[src/rtl/sr04_echo_emu.sv]
// HC-SR04 sensor emulator: answers a trig pulse with an echo whose
// width encodes a programmable target distance.
module sr04_echo_emu #(
    parameter int TRIG_MIN    = 500,
    parameter int BURST_CYC   = 10000,
    parameter int CYC_PER_CM  = 2900,
    parameter int MAX_CM      = 200,
    parameter int TIMEOUT_CYC = 1900000,
    parameter int HOLDOFF_CYC = 500000
) (
    input  logic       clk,
    input  logic       rst_n,
    input  logic       en,
    input  logic       trig,
    input  logic [7:0] distance_cm,
    output logic       echo,
    output logic       busy,
    output logic       done,
    output logic       short_trig
);

    localparam int CW = 24;
    localparam int WW = $clog2(TRIG_MIN + 1);

    localparam logic [WW-1:0] WMAX      = WW'(TRIG_MIN);
    localparam logic [CW-1:0] BURST_END = CW'(BURST_CYC - 1);
    localparam logic [CW-1:0] HOLD_END  = CW'(HOLDOFF_CYC - 1);
    localparam logic [CW-1:0] CPC       = CW'(CYC_PER_CM);
    localparam logic [CW-1:0] TMO       = CW'(TIMEOUT_CYC);
    localparam logic [7:0]    MAX_L     = 8'(MAX_CM);

    typedef enum logic [2:0] {
        IDLE,
        TRIG_HI,
        BURST,
        ECHO,
        HOLDOFF
    } state_t;

    state_t          state_q, state_d;
    logic [WW-1:0]   wcnt_q, wcnt_d;
    logic [CW-1:0]   cnt_q, cnt_d;
    logic [7:0]      dist_q, dist_d;
    logic            echo_q, echo_d;
    logic            done_q, done_d;
    logic            short_q, short_d;
    logic            trig_m_q, trig_s_q, trig_p_q;
    logic            trig_rise;
    logic [CW-1:0]   echo_len;

    assign trig_rise = trig_s_q & ~trig_p_q;

    // dist_q is stable for the whole measurement, so the width is fixed once latched
    always_comb begin
        if (dist_q == 8'd0 || dist_q > MAX_L) begin
            echo_len = TMO;
        end else begin
            echo_len = {16'd0, dist_q} * CPC;
        end
    end

    always_comb begin
        state_d = state_q;
        wcnt_d  = wcnt_q;
        cnt_d   = cnt_q;
        dist_d  = dist_q;
        echo_d  = echo_q;
        done_d  = 1'b0;
        short_d = 1'b0;
        if (!en) begin
            state_d = IDLE;
            wcnt_d  = '0;
            cnt_d   = '0;
            echo_d  = 1'b0;
        end else begin
            unique case (state_q)
                IDLE: begin
                    if (trig_rise) begin
                        state_d = TRIG_HI;
                        wcnt_d  = WW'(1);
                    end
                end
                TRIG_HI: begin
                    if (trig_s_q) begin
                        if (wcnt_q != WMAX) begin
                            wcnt_d = wcnt_q + WW'(1);
                        end
                    end else if (wcnt_q >= WMAX) begin
                        dist_d  = distance_cm;
                        state_d = BURST;
                        cnt_d   = '0;
                        wcnt_d  = '0;
                    end else begin
                        short_d = 1'b1;
                        state_d = IDLE;
                        wcnt_d  = '0;
                    end
                end
                BURST: begin
                    if (cnt_q == BURST_END) begin
                        state_d = ECHO;
                        echo_d  = 1'b1;
                        cnt_d   = '0;
                    end else begin
                        cnt_d = cnt_q + CW'(1);
                    end
                end
                ECHO: begin
                    if (cnt_q == echo_len - CW'(1)) begin
                        state_d = HOLDOFF;
                        echo_d  = 1'b0;
                        done_d  = 1'b1;
                        cnt_d   = '0;
                    end else begin
                        cnt_d = cnt_q + CW'(1);
                    end
                end
                HOLDOFF: begin
                    if (cnt_q == HOLD_END) begin
                        state_d = IDLE;
                        cnt_d   = '0;
                    end else begin
                        cnt_d = cnt_q + CW'(1);
                    end
                end
                default: begin
                    state_d = IDLE;
                    cnt_d   = '0;
                    wcnt_d  = '0;
                    echo_d  = 1'b0;
                end
            endcase
        end
    end

    always_ff @(posedge clk or negedge rst_n) begin
        if (!rst_n) begin
            state_q  <= IDLE;
            wcnt_q   <= '0;
            cnt_q    <= '0;
            dist_q   <= '0;
            echo_q   <= 1'b0;
            done_q   <= 1'b0;
            short_q  <= 1'b0;
            trig_m_q <= 1'b0;
            trig_s_q <= 1'b0;
            trig_p_q <= 1'b0;
        end else begin
            state_q  <= state_d;
            wcnt_q   <= wcnt_d;
            cnt_q    <= cnt_d;
            dist_q   <= dist_d;
            echo_q   <= echo_d;
            done_q   <= done_d;
            short_q  <= short_d;
            trig_m_q <= trig;
            trig_s_q <= trig_m_q;
            trig_p_q <= trig_s_q;
        end
    end

    assign echo       = echo_q;
    assign busy       = (state_q != IDLE);
    assign done       = done_q;
    assign short_trig = short_q;

endmodule
[config.mk]
export PLATFORM = sky130hd
export DESIGN_NAME = sr04_echo_emu
export DESIGN_NICKNAME = d
export VERILOG_FILES = /design/src/rtl/sr04_echo_emu.sv
export SDC_FILE = /design/constraint.sdc
export NUM_CORES = 1
export LEC_CHECK = 0
export ABC_AREA = 1
export BUFFER_PORTS_ARGS = -buffer_cell sky130_fd_sc_hd__buf_4
export CORE_MARGIN = 4
export CORE_UTILIZATION = 58
export DETAILED_ROUTE_END_ITERATION = 10
export HOLD_SLACK_MARGIN = 0.06
export PLACE_DENSITY_LB_ADDON = 0.08
export SYNTH_ARGS = -nofsm -noshare
export SYNTH_HDL_FRONTEND = slang
export SYNTH_SLANG_ARGS = --single-unit
[constraint.sdc]
create_clock -name clk -period 4.6 [get_ports clk]
set_input_delay 0.69 -clock clk [delete_from_list [all_inputs] [get_ports clk]]
set_output_delay 0.69 -clock clk [all_outputs]
set_load 0.02 [all_outputs]
==> results of run 1 <==
==> metal layers <==
metal	vias to the layer above	wire, um
li1	2888	-
met1	2749	7260
met5	-	0
met3	34	519
met2	111	7210
met4	0	388
==> area by class of cell <==
cell class / count / area (um2) / area share [%]
clock inverters: 2 / 17.5 / 0.244
inverters: 156 / 586 / 8.17
flip-flops and latches: 50 / 1250 / 17.5
repair buffers: 90 / 748 / 10.4
well taps: 133 / 166 / 2.32
clock buffers: 6 / 82.6 / 1.15
multi-input cells: 638 / 4310 / 60.1
==> state kept, by name, summed over array words and instances, names as in the netlist <==
signal,cells
cnt_q,24
dist_q,8
done,1
echo,1
short_trig,1
state_q,3
trig_m_q,1
trig_p_q,1
trig_s_q,1
wcnt_q,9
==> power groups by stage <==
stage | logic (mW) | registers (mW) | clock network, mW
finish | 0.112 | 0.457 | 0.281
global route | 0.127 | 0.459 | 0.306
CTS | 0.110 | 0.457 | 0.290
detailed placement | 0.109 | 0.466 | 0
global placement | 0.106 | 0.465 | 0
floorplan | 0.0688 | 0.465 | 0
==> cell usage after synthesis, types with 2 or more instances <==
library cell  count
nor2_4            4
nor4_1            5
a21oi_1          25
inv_1           151
a21oi_4           2
o21ai_0          23
nand3_2           2
dfrtp_1          50
nand3_1          59
xor2_1           26
nand2_1         241
nand2_4           2
nor3_2            2
ha_1             55
nor2_2            6
buf_6             3
nor2_1           81
nand2_2           6
o22ai_1           4
nand4_1          27
o21ai_2          19
buf_8             2
fa_1             15
nand4_2           3
nor3_1           13
clkbuf_1          6
inv_2             5
nand3b_1          4
==> through the flow <==
step	instances	utilization, %	setup TNS [ns]
after detailed placement	1050	65.9	-11.38
after global routing	1075	73.6	-10.73
after CTS	1066	71.3	-1.86
after floorplan	856	-	0
after global placement	1050	65.9	-8.09
final	1075	73.6	-3.81
==> timing repair <==
item | in CTS | in global routing
cloned | 1 | 0
gates resized for setup | 81 | 48
pin swaps | 31 | 25
endpoints found under the setup margin | 29 | 29
buffers inserted | 7 | 10
==> how the worst max path moves through the flow <==
stage               from          to  slack, ns
2_1_floorplan  dist_q[5]    cnt_q[0]       0.05
3_3_place_gp   dist_q[5]  state_q[2]      -0.32
3_5_place_dp   dist_q[5]  state_q[1]      -0.44
4_1_cts        dist_q[5]    cnt_q[3]      -0.11
5_1_grt        dist_q[5]    cnt_q[3]      -0.43
6_report       dist_q[5]    cnt_q[3]      -0.18
==> cell families after synthesis <==
kind of cell,after synthesis
AOI/OAI and AO/OA,79
buffers and inverters,168
and+or+nand+nor,460
xor gates and xnor gates,28
muxes,1
adders and majority gates,70
DFF,50
==> worst max-delay path, delay by kind of cell, from the launching register on <==
kind | cells | cell delay [ns]
AO/OA/AOI/OAI | 1 | 0.05
XOR/XNOR | 1 | 0.18
adder cells (fa/ha/maj) | 5 | 1.77
AND/OR/NAND/NOR | 18 | 1.86
flip-flops | 1 | 0.47
buffers and inverters | 4 | 0.34
==> flow_summary.toml, run 1 <==
[status]
status = "finished, violations left"
violations = "negative setup slack"

[logic_synthesis]
synthXorXnorAreaFrac_pct = 4.50
synth_compound_area_share_pct = 8.93
yosys.area_share.adder_pct = 17.2
synth_top_family_by_area = "simple AND/OR/NAND/NOR gates"
ys_seq_area_share_pct = 21.7
synth.distinct_cells = 43
synth_area_leaders = "dfrtp_1, nand2_1, ha_1, inv_1, nor2_1"
yosysTopAreaCellShare_pct = 21.7
synthCells = 856
netlist_area_mm2 = 0.00576
synthArstFlopShare_pct = 100
synth.area.mux_share_pct = 0.195
synthSimpleGateAreaFrac_pct = 35.7
avgSynthCellArea_um2 = 6.73
ys_seq_elements = 50
synth_top_cell_by_area = "dfrtp_1"
ys_warn_count = 0
synth_edf_count = 0
syn_nets = 938
synth_ff_type = "dfrtp_1"

[worst_setup_path]
max_stage_delay_ns = 0.49
cp.arrival_ns = 4.98
worst_r2r_endpoint = "cnt_q[3]"
cp-start-kind = "register"
crit_slowest_cell = "fa_1"
crit_required_ns = 4.80
crit_type = "register to register"
r2r_slack_ns = -0.18
crit_fanout = 8
crit_path_frequent_cell = "nand2_1"
rr_worst_depth = 29
rr_startpoint = "dist_q[5]"
endpoint_kind = "register"

[sta]
skew_ns = 0.0135
period_share_pct = 104
worst_pin_slew_ns = 0.929
hold_viol_final = 0
slew_violations = 0
holdWs_ns = 0.356
timing.fmax_mhz = 209
slew_headroom_pct = 37.9
setup_viol = 28
period_minus_slack_ns = 4.78
rsz0062_at_grt = "yes"
fin_ws_ns = -0.182

[finish]
final_nets = 1023
design_area_mm2 = 0.00716
final_common_cell = "nand2_1"
antenna_cells = 0
area_delta_synth_final_pct = 24.3
final_cell_mix = "nand2_1, inv_1, buf_4, nor2_1, dfrtp_1"
fill_cells = 787
drive_gt1_share_pct = 27.0

[clocking]
root_buffer = "clkbuf_8"
htreeDepth = 2
cts.sinks = 50
cts_buffer_depth = 2
hold_buffers = 0
cts_tree = "yes"
insertion_delay_ns = 0.32
clk_pin_slew_ns = 0.09
numCtsBuffers = 5

[grt]
antenna_found_initial = 0
grt_pass1_wl_mm = 26.5
grt_max_degree = 51
grt_use_total_pct = 28.2
grt-ovfl-total = 0
grt_most_used_layer = "met2"
use_met1_pct = 38.1
met3_usage_pct = 3.30
grt_pass1_vias = 5824
gr-usage-met2_pct = 46.4

[drt]
wirelength_mm = 15.4
wire_per_inst_um = 14.3
first_pass_iters = 5
drc = 0
antenna_left = 0
via_per_inst = 5.38
drtIter0Drc = 287
vias = 5782

[floorplanning]
die_x_um = 108
dieHeight_um = 108
dieArea_mm2 = 0.0116
io_pins = 16
rows = 36
start_util_pct = 59.2
core_region_area_mm2 = 0.00973

[min_path]
worstHoldPathType = "register to register"
min_to = "trig_s_q"
hold-path-cell-count = 0
hp-start = "trig_m_q"

[power_and_ir_drop]
p_sw_share_pct = 28.7
power.density_mw_per_mm2 = 119
seqPwrFrac_pct = 53.8
clkPwrFrac_pct = 33.0
p_int_mw = 0.606
combPwrFrac_pct = 13.2
power.switching_mw = 0.244
leakagePower_nw = 3.46
p_total_mw = 0.850
peakVddDrop_v = 0.000285

[place]
io_buffers = 15
dpl_cell_area_mm2 = 0.00641
dp_slack_ns = -0.441
dp_hpwl_mm = 11.9
gp_congestion = 0.937

[job]
maxCapViolations = 0
Power figures use the tool's default switching activity.
==> run 2, diff against run 1 <==
- PLACE_DENSITY_LB_ADDON: 0.08 -> 0.12
==> flow_summary.toml, run 2 (synthesis gave the netlist of run 1 again) <==
[place]
io_buffers = 15
dp_hpwl_mm = 11.8
gp_congestion = 0.932

[clocking]
insertion_delay_ns = 0.33
numCtsBuffers = 5
cts_tree = "yes"
root_buffer = "clkbuf_8"
clk_pin_slew_ns = 0.10
hold_buffers = 0
cts_buffer_depth = 2
cts.sinks = 50
htreeDepth = 2

[drt]
antenna_left = 0
vias = 5921
wirelength_mm = 16.7
drtIter0Drc = 392
drc = 0
wire_per_inst_um = 15.4
via_per_inst = 5.48
first_pass_iters = 5

[finish]
utilization_pct = 75.9
drive_gt1_share_pct = 28.7
final_common_cell = "nand2_1"
largest_register_ffs = 24
fill_cells = 690
top_regs = "cnt_q: 24 flops, wcnt_q: 9 flops, dist_q: 8 flops"
top_register = "cnt_q"
final_cell_mix = "nand2_1, inv_1, buf_4, nor2_1, dfrtp_1"
final_nets = 1029
antenna_cells = 0
area_delta_synth_final_pct = 28.2

[min_path]
worstHoldPathType = "input port to async pin"

[sta]
worst_pin_slew_ns = 0.941
timing.fmax_mhz = 208
period_share_pct = 104
rsz0062_at_grt = "yes"
slew_violations = 0
setup_viol = 28
slew_headroom_pct = 37.3
fin_ws_ns = -0.207
skew_ns = 0.00807
period_minus_slack_ns = 4.81
hold_viol_final = 0

[grt]
grt_pass1_vias = 5706
grt_use_total_pct = 27.8
antenna_found_initial = 0
grt_pass1_wl_mm = 26.1
grt_max_degree = 51
grt-ovfl-total = 0

[worst_setup_path]
crit_slowest_cell = "fa_1"
cp.arrival_ns = 5.03
crit_required_ns = 4.82
crit_fanout = 6
r2r_slack_ns = -0.21
cp-start-kind = "register"
endpoint_kind = "register"
crit_type = "register to register"
max_stage_delay_ns = 0.54

[floorplanning]
io_pins = 16
start_util_pct = 59.2
dieArea_mm2 = 0.0116
die_x_um = 108
dieHeight_um = 108
core_region_area_mm2 = 0.00973
rows = 36

[power_and_ir_drop]
peakVddDrop_v = 0.000186
p_sw_share_pct = 27.7
power.density_mw_per_mm2 = 121
p_total_mw = 0.896
clkPwrFrac_pct = 36.8
power.switching_mw = 0.249
combPwrFrac_pct = 12.1
seqPwrFrac_pct = 51.1
p_int_mw = 0.648
leakagePower_nw = 3.50

[job]
maxCapViolations = 0

[status]
violations = "negative setup slack"
status = "finished, violations left"
[run 2: worst max-delay path: cells and delay by family, from the launching register on]
kind,cells,cell delay (ns)
buffers and inverters,4,0.31
adder cells (fa/ha/maj),5,1.80
XOR/XNOR,1,0.18
flip-flops,1,0.45
AND/OR/NAND/NOR,15,1.72
AO/OA/AOI/OAI,2,0.22
[run 2: worst paths after layout]
path / start / to / depth (start not counted)
max in group asynchronous: rst_n / dist_q[3] / 1
min in group clk: trig_m_q / trig_s_q / 0
hold / removal: rst_n / dist_q[5] / 1
setup / recovery: dist_q[5] / cnt_q[12] / 27
hold reg to reg: trig_m_q / trig_s_q / 0
setup reg to reg: dist_q[5] / cnt_q[12] / 27
[run 2: routing by layer]
metal,routed length [um],vias up,track usage (%),share of wire (%)
met1,7390,2808,37.2,44
li1,-,2894,-,-
met5,0,-,0,0
met3,776,31,3.72,4.6
met4,326,0,9.74,2.0
met2,8200,188,46.3,49
[run 2: timing repair]
action / 4_1_cts / 5_1_grt
setup buffers: 10 / 8
resized for setup: 87 / 67
cloned: 0 / 1
pin swaps: 14 / 46
setup endpoints to repair: 29 / 29
[run 2: cell type report]
cell class	instances	area (um2)	area share, %
repair buffers	96	786	10.6
inverters	156	586	7.93
flip-flops and latches	50	1250	17.0
multi-input cells	638	4480	60.6
well taps	133	166	2.25
clock inverters	3	47.5	0.644
clock buffers	5	68.8	0.932
[run 2: stage by stage]
step                      hold slack, ns  instance area [um2]  setup slack [ns]  setup TNS, ns  cells
after floorplan                    0.331                 5760            0.0546              0    856
after global placement             0.342                 6440            -0.385         -10.05   1055
after detailed placement           0.341                 6440            -0.453         -11.95   1055
after CTS                          0.373                 7010           -0.0610         -0.815   1073
after global routing               0.395                 7390            -0.430         -11.34   1081
final                              0.365                 7390            -0.207          -4.66   1081
[run 2: power by group through the flow]
stage	Combinational, mW	Clock (mW)	Sequential (mW)
final	0.109	0.330	0.458
after global routing	0.123	0.354	0.460
after CTS	0.107	0.339	0.458
after detailed placement	0.106	0	0.466
after global placement	0.104	0	0.465
after floorplan	0.0688	0	0.465
